$ cat src/rtl/pipe_sched_pkg.sv
// Shared types and width helpers for the pipelined issue scheduler.
package pipe_sched_pkg;

  // Widest tag carried through the tracking stages (up to 16 requesters).
  localparam int MAX_TAG_W = 4;

  // ceil(log2(n)), never below 1; sizes both the tag and the credit counter.
  function automatic int clog2_min1(input int n);
    int w;
    w = 1;
    for (int i = 1; i < 32; i++) begin
      if ((1 << i) < n) w = i + 1;
    end
    return w;
  endfunction

  // One tracking stage: token present plus the requester it belongs to.
  typedef struct packed {
    logic                 valid;
    logic [MAX_TAG_W-1:0] tag;
  } stage_t;

endpackage

$ cat src/rtl/rr_arbiter.sv
// Combinational round-robin arbiter: first set request at or after ptr, with wrap.
module rr_arbiter
  import pipe_sched_pkg::*;
#(
  parameter  int N = 4,
  localparam int W = clog2_min1(N)
) (
  input  logic [N-1:0] req,
  input  logic [W-1:0] ptr,
  input  logic         en,
  output logic [N-1:0] gnt,
  output logic [W-1:0] idx,
  output logic         any
);

  // Scan requesters starting at ptr and grant the first one found.
  always_comb begin
    int          pos;
    logic [W-1:0] j;
    gnt = '0;
    idx = '0;
    any = 1'b0;
    pos = 0;
    j   = '0;
    for (int k = 0; k < N; k++) begin
      pos = int'(ptr) + k;
      if (pos >= N) pos = pos - N;
      j = W'(pos);
      if (en && !any && req[j]) begin
        gnt[j] = 1'b1;
        idx    = j;
        any    = 1'b1;
      end
    end
  end

endmodule

$ cat src/rtl/pipe_issue_sched.sv
// Credit-limited round-robin issue scheduler feeding a fixed-latency shift pipeline.
// Tokens carry the requester index so completions can be steered back.
module pipe_issue_sched
  import pipe_sched_pkg::*;
#(
  parameter  int NUM_REQ      = 4,
  parameter  int LATENCY      = 5,
  parameter  int MAX_INFLIGHT = 1,
  localparam int TAG_W        = clog2_min1(NUM_REQ),
  localparam int CNT_W        = clog2_min1(MAX_INFLIGHT + 1)
) (
  input  logic               clk,
  input  logic               rst,
  input  logic [NUM_REQ-1:0] req,
  output logic [NUM_REQ-1:0] gnt,
  output logic               issue_valid,
  output logic [TAG_W-1:0]   issue_tag,
  output logic               done_valid,
  output logic [TAG_W-1:0]   done_tag,
  output logic [CNT_W-1:0]   inflight,
  output logic               full
);

  logic [TAG_W-1:0] ptr_q, ptr_d;
  logic [CNT_W-1:0] inflight_q, inflight_d;
  stage_t           stage_q [LATENCY];
  stage_t           stage_d [LATENCY];
  logic             issue_en;
  logic             arb_any;
  logic [TAG_W-1:0] arb_idx;
  logic             unused_tag_hi;

  // Credit check uses only the registered count, so a completion this cycle
  // cannot enable a grant in the same cycle.
  assign issue_en = rst && (inflight_q < CNT_W'(MAX_INFLIGHT));

  rr_arbiter #(.N(NUM_REQ)) u_arb (
    .req (req),
    .ptr (ptr_q),
    .en  (issue_en),
    .gnt (gnt),
    .idx (arb_idx),
    .any (arb_any)
  );

  assign issue_valid = arb_any;
  assign issue_tag   = arb_idx;
  // Completions are suppressed while reset is held so flushed tokens never report.
  assign done_valid  = rst && stage_q[LATENCY-1].valid;
  assign done_tag    = stage_q[LATENCY-1].tag[TAG_W-1:0];
  assign inflight    = inflight_q;
  assign full        = rst && (inflight_q == CNT_W'(MAX_INFLIGHT));
  // Tag bits above TAG_W ride along in the shared stage record but are never read.
  assign unused_tag_hi = ^stage_q[LATENCY-1].tag;

  // Next pointer, credit count and shifted tracking stages.
  always_comb begin
    ptr_d      = ptr_q;
    inflight_d = inflight_q + CNT_W'(issue_valid) - CNT_W'(done_valid);
    for (int s = 0; s < LATENCY; s++) stage_d[s] = '0;
    if (arb_any) begin
      ptr_d = (arb_idx == TAG_W'(NUM_REQ - 1)) ? '0 : arb_idx + 1'b1;
    end
    stage_d[0].valid = issue_valid;
    stage_d[0].tag   = MAX_TAG_W'(issue_tag);
    for (int s = 1; s < LATENCY; s++) stage_d[s] = stage_q[s-1];
  end

  // Register control state with reset; stage tags are data and never reset.
  always_ff @(posedge clk) begin
    if (!rst) begin
      ptr_q      <= '0;
      inflight_q <= '0;
      for (int s = 0; s < LATENCY; s++) stage_q[s].valid <= 1'b0;
    end else begin
      ptr_q      <= ptr_d;
      inflight_q <= inflight_d;
      for (int s = 0; s < LATENCY; s++) stage_q[s].valid <= stage_d[s].valid;
    end
    for (int s = 0; s < LATENCY; s++) stage_q[s].tag <= stage_d[s].tag;
  end

endmodule
$ cat config.mk
export PLATFORM = sky130hd
export DESIGN_NAME = pipe_issue_sched
export DESIGN_NICKNAME = d
export VERILOG_FILES = /design/src/rtl/pipe_sched_pkg.sv /design/src/rtl/rr_arbiter.sv /design/src/rtl/pipe_issue_sched.sv
export SDC_FILE = /design/constraint.sdc
export NUM_CORES = 1
export LEC_CHECK = 0
export CORE_MARGIN = 8
export CORE_UTILIZATION = 55
export DETAILED_ROUTE_END_ITERATION = 16
export HOLD_SLACK_MARGIN = 0.15
export PLACE_DENSITY = 0.8
export SETUP_SLACK_MARGIN = 0.05
export SKIP_CTS_REPAIR_TIMING = 1
export SYNTH_ARGS = -nofsm -noshare
export SYNTH_HDL_FRONTEND = slang
export SYNTH_HIERARCHICAL = 1
export SYNTH_SLANG_ARGS = --single-unit
$ cat constraint.sdc
create_clock -name clk -period 6.6 [get_ports clk]
set_clock_uncertainty 0.1 [all_clocks]
set_input_delay 1.98 -clock clk [delete_from_list [all_inputs] [get_ports clk]]
set_output_delay 1.98 -clock clk [all_outputs]
set_load 0.01 [all_outputs]
[Word level (Yosys, flattened, before mapping)]
Memory sizes are Yosys's and may differ from the RTL's.
Index checks and enable logic that the tools add are counted.
Word-level totals
  register bits: 64
  bits in latches: 0
  memory bits (writable): 25
  ROM bits: 0
  input bits: 6
  output and inout bits: 103
  logic and storage cells: 93
  memories kept: 1
Operators by class
  $add $sub $neg: 10
  $mul: 0
  divide/modulo/power cells: 0
  magnitude comparators: 13
  equality and inequality tests: 2
  shifts and indexed selects: 0
  multiplexer cells: 40
  bitwise operators: 8
  reductions and logical operators: 17
Memory list
  stage_q: words 5, bits a word 5, read ports 5, clocked after Yosys merged registers in 0, wr ports 5, line pipe_issue_sched.sv:26  | stage_t stage_q [LATENCY];
Operators with widths (count)
  2-to-1 mux 32 bit: 9
  greater-or-equal comparator 32 x 1 -> 1 bit, second input constant: 4
  greater-or-equal comparator 32 x 4 -> 1 bit, second input constant: 4
  less-than comparator 32 x 3 -> 1 bit, second input constant: 4
  subtractor 32 x 4 -> 32 bit, second input constant: 4
  adder 32 x 3 -> 32 bit, second input constant: 2
  adder 32 x 1 -> 32 bit: 1
  adder 32 x 1 -> 32 bit, second input constant: 1
  adder 32 x 2 -> 32 bit, second input constant: 1
  equality test 32 x 1 -> 1 bit, second input constant: 1
  equality test 32 x 2 -> 1 bit, second input constant: 1
  less-than comparator 32 x 1 -> 1 bit, second input constant: 1
  subtractor 32 x 1 -> 32 bit: 1
  2-to-1 mux 1 bit: 19
  2-to-1 mux 4 bit: 4
  logical AND 1 bit: 14
  OR 4 bit: 3
  binary-select mux 1 bit (select 2 bit): 4
  demux 1 bit (select 2 bit): 4
  OR 1 bit: 5
  logical NOT 1 bit: 3

[Depth between registers and ports, before layout]
  depth in word-level cells: 20
  mapped depth: 24
  mapped depth without buffers: 22

[Hierarchy]
Netlist, hierarchy kept.
Modules (own cells, without submodules)
  rr_arbiter: times used 1, cells each 1017, area an instance 6801.5 um^2
  pipe_issue_sched: times used 1, cells each 656, area an instance 5626.6 um^2

[Least setup slack after synthesis]
OpenSTA, ideal clock, no wires.
  path type: register to output
  start point: reg ptr_q[0]
  end point: out gnt[0]
  data arrival time: 4589 ps
  data required time: 4520 ps
  path slack: -69 ps
  stages on the path, launching flop included: 17
  buffers on the path: 3
  path through: dfxtp_1 > buf_1 > inv_1 > ha_1 > clkbuf_1 > nand4b_2 > nor4_1 > xor2_1 > or3_1 > or4_1 > buf_2 > nor4_1 > mux2_2 > nor4_1 > nand3_1 > nor4_2 > a221o_1
Between the ends
  longest elaborated chain between the ends: 18
  elaborated cells between the ends (all ways): 63
  classes of those cells: add/sub (7); order compare (12); mux (27); bitwise (3); reduce/logical (14)
Ends and longest elaborated chain
  from (decl): line pipe_issue_sched.sv:24  | logic [TAG_W-1:0] ptr_q, ptr_d;
  from (signal assigned): line pipe_issue_sched.sv:76  | ptr_q <= ptr_d;
  parallel branches: the longest is 17 deep, another holds adder 32 x 2 -> 32 bit
  2-to-1 mux 4 bit *: line rr_arbiter.sv:29  | if (en && !any && req[j]) begin
  to (decl): line pipe_issue_sched.sv:15  | output logic [NUM_REQ-1:0] gnt,
Mark *: on every way between the ends. The select of a mux whose other input is x is not followed.

[Worst setup path in the final report]
  start point: reg ptr_q[3]
  end point: out gnt[1]
Between the ends
  longest elaborated chain between the ends: 18
  elaborated cells between the ends (all ways): 63
  classes of those cells: add/sub (7); order compare (12); mux (27); bitwise (3); reduce/logical (14)
Ends and longest elaborated chain (line)
  parallel branches: the longest is 17 deep, another holds adder 32 x 2 -> 32 bit
  2-to-1 mux 4 bit *: rr_arbiter.sv:29
Marks and branches as above.

==> impl_metrics.py <==
metrics = {
    "synthesis": {
        "synth.distinct_cells": 104,
        "ys_dominant_reg_cell": "dfxtp_1",
        "yosysWarningCount": 6,
        "synth_cells": 1673,
        "synth_area_per_cell_sq_um": 7.43,
        "async_reset_ff_frac": 0,
        "mappedNetlistArea_sq_um": 12400,
        "synth-edff-count": 0,
        "ys_seq_area_frac": 0.143,
        "synth-seq-cells": 89,
    },
    "sta": {
        "worst_slack_ns": -0.278,
        "max_freq_mhz": 145,
        "drv_slew": 0,
        "post-route-period-util": 1.04,
        "setup_viol": 4,
        "rsz0062_at_grt": "yes",
        "post-route-min-period_ns": 6.88,
        "max_slew_margin": 0.496,
        "worst_pin_slew_ns": 0.756,
        "hold_viol": 0,
    },
    "route": {
        "routed-wl-met2_microns": 25900,
        "postRouteAntennaNets": 0,
        "routed-via-count": 15600,
        "wl_met3_microns": 5950,
        "drcViolationCount": 0,
        "drt_iter0_drc": 2094,
        "drt-vias-per-instance": 6.43,
        "drt_first_pass_iters": 6,
        "highest_layer": "met4",
        "avgRoutedWirePerCell_microns": 24.0,
        "wl_met1_microns": 21300,
        "drt-total-wl_microns": 58200,
    },
    "critical_path": {
        "cp_data_arrival_time_ns": 4.80,
        "crit_buf_inv": 8,
        "startpoint_type": "register",
        "cpPeakStageDelay_ns": 0.55,
        "path_cells": "buf_6 -> buf_6 -> nand4_1 -> buf_4 -> nor3_2 -> xnor2_1 -> nand4_1 -> or4_4 -> nor4b_4 -> buf_4 -> and4b_1 -> xor2_1 -> buf_4 -> nand4_2 -> a2111oi_4 -> buf_4 -> buf_6 -> a32o_1 -> a221o_1 -> buf_2",
        "crit_path_max_fanout": 11,
        "critPathRequiredTime_ns": 4.52,
        "crit_top_cell": "buf_4",
        "timing.critical_path.slowest_stage_cell": "or4_4",
        "crit_type": "reg -> out",
        "cp-end-kind": "primary output",
        "path_delay_family": "simple AND/OR/NAND/NOR gates",
    },
    "floorplan": {
        "io_pins": 109,
        "initial_core_util": 0.554,
        "die_w_microns": 166,
        "die_y_microns": 166,
        "dieArea_sq_um": 27700,
        "fp.coreArea_sq_um": 22400,
        "rows": 55,
    },
    "clock_tree": {
        "cts_tree": "built",
        "clk_pin_slew_ns": 0.07,
        "cts_root_buf": "clkbuf_16",
        "cts_made_buffers": 9,
        "clockBufferDepth": 2,
        "insertion_delay_ns": 0.35,
        "cts.sinks": 89,
        "h-tree-depth": 3,
    },
    "global_routing": {
        "gr-total-overflow": 0,
        "antenna_found_initial": 1,
        "grt_max_degree": 33,
        "grt_pass1_vias": 14800,
        "grt.total_usage": 0.390,
        "grt_pass1_wl_microns": 84300,
    },
    "finish": {
        "post-route-util": 0.777,
        "postLayoutCellArea_sq_um": 17400,
        "drive_gt1_frac": 0.311,
        "nNetsFinal": 2205,
        "antennaDiodeCount": 0,
        "syn_to_final_growth_pct": 40.3,
    },
    "outcome": {
        "outcome": "complete, but fails checks",
        "violations": "setup timing",
    },
    "placement": {
        "place_congestion": 1.11,
        "place_hpwl_microns": 46400,
        "post_dp_cell_area_sq_um": 16400,
        "port_buffers": 80,
    },
    "flow_run": {
        "cap_viol_max_count": 0,
    },
    "min_path": {
        "hold_path_class": "reg -> reg",
    },
}
## cells in the mapped netlist (7+ instances only)
library cell  instances  area (sq um)
nor2b_1              23           144
nand3_1              73           365
buf_4                37           278
xor2_1               75           657
o21ai_0              50           250
o21a_1                9          67.6
a31oi_1              15          93.8
nor3_1               72           360
nand2_1             120           450
o211ai_1              9          67.6
buf_2                28           140
or3_1                17           106
a211oi_1              7          52.6
inv_1                70           263
a21o_1               11          82.6
nand4_1              62           388
nand3b_1             12          90.1
o21ai_1               8          40.0
nand2b_1             23           144
o22ai_1              15          93.8
ha_1                 69           863
a22oi_1               7          52.6
a211o_1               8          70.1
dfxtp_1              89          1780
nor4_1               48           300
or2_2                11          68.8
o31a_1                9          78.8
nand4_2               9           113
nor2_1              146           548
mux2i_1              26           260
xnor2_1             150          1310
and3_1               35           219
clkbuf_1             44           165
o31ai_1              12          90.1
buf_1                11          41.3
a21oi_1              59           295
and4_1               17           149
and2_1               28           175
or4_1                18           135
## through the flow
step / cells / setup WS [ns] / hold slack, ns / TNS (ns)
global placement: 2387 / -0.754 / 0.210 / -8.53
finish: 2419 / -0.278 / 0.224 / -0.847
global route: 2419 / -0.395 / 0.225 / -1.36
detailed placement: 2387 / -0.842 / 0.212 / -10.65
floorplan: 1700 / 0.112 / 0.210 / 0
CTS: 2403 / -0.841 / 0.226 / -15.37
## cells in the final DEF (no fill, tap or decap), types with 34 or more instances in the layout
master	netlist	routed
nand2_1	120	118
a21oi_1	59	57
nand4_1	62	62
buf_4	37	453
o21ai_0	50	40
nand3_1	73	72
xnor2_1	150	141
ha_1	69	66
dfxtp_1	89	68
and3_1	35	34
inv_1	70	70
nor2_1	146	145
nor3_1	72	61
clkdlybuf4s50_1	0	42
xor2_1	75	70
nor4_1	48	36
## sequential cells by signal, indices dropped and copies added, names as in the netlist
| name | cells |
|---|---|
| stage_q | 25 |
| inflight | 32 |
| ptr_q | 32 |
## layout make-up
class | instances | area (sq um)
multi-input cells | 1415 | 10300
clock buffers | 10 | 239
well taps | 285 | 357
fillers | 1713 | 4990
inverters | 72 | 270
repair buffers | 542 | 4360
clock inverters | 6 | 72.6
flip-flops and latches | 89 | 1830
## layer usage
layer  up-vias  global-route usage
li1       6922                   -
met1      7329               0.457
met2      1059               0.627
met3       255              0.0751
met4         0               0.292
met5         -                   0
## final timing paths
| check | end | cells after the start | from | slack, ns |
|---|---|---|---|---|
| setup / recovery | gnt[1] | 20 | ptr_q[3]$_SDFFE_PN0P_ | -0.28 |
| hold / removal | stage_q[0][23]$_DFF_P_ | 0 | stage_q[0][18]$_DFF_P_ | 0.22 |
| setup reg to reg | ptr_q[14]$_SDFFE_PN0P_ | 25 | ptr_q[3]$_SDFFE_PN0P_ | 0.15 |
| hold reg to reg | stage_q[0][23]$_DFF_P_ | 0 | stage_q[0][18]$_DFF_P_ | 0.22 |
## kinds of logic (layout without fill, tap and decap cells)
family | Yosys count | in the layout | share of synthesized area
AND/OR/NAND/NOR | 766 | 766 | 0.351
AO/OA/AOI/OAI | 292 | 292 | 0.169
XOR/XNOR | 226 | 226 | 0.160
buffers and inverters | 196 | 630 | 0.0756
flip-flops | 89 | 89 | 0.143
adder cells (fa/ha/maj) | 70 | 70 | 0.0711
multiplexers | 33 | 33 | 0.0300
other | 1 | 28 | 0.000302
Power is left out: the tool's default activity adds up to more than one toggle a clock period on the data nets, which glitch-free logic cannot reach.
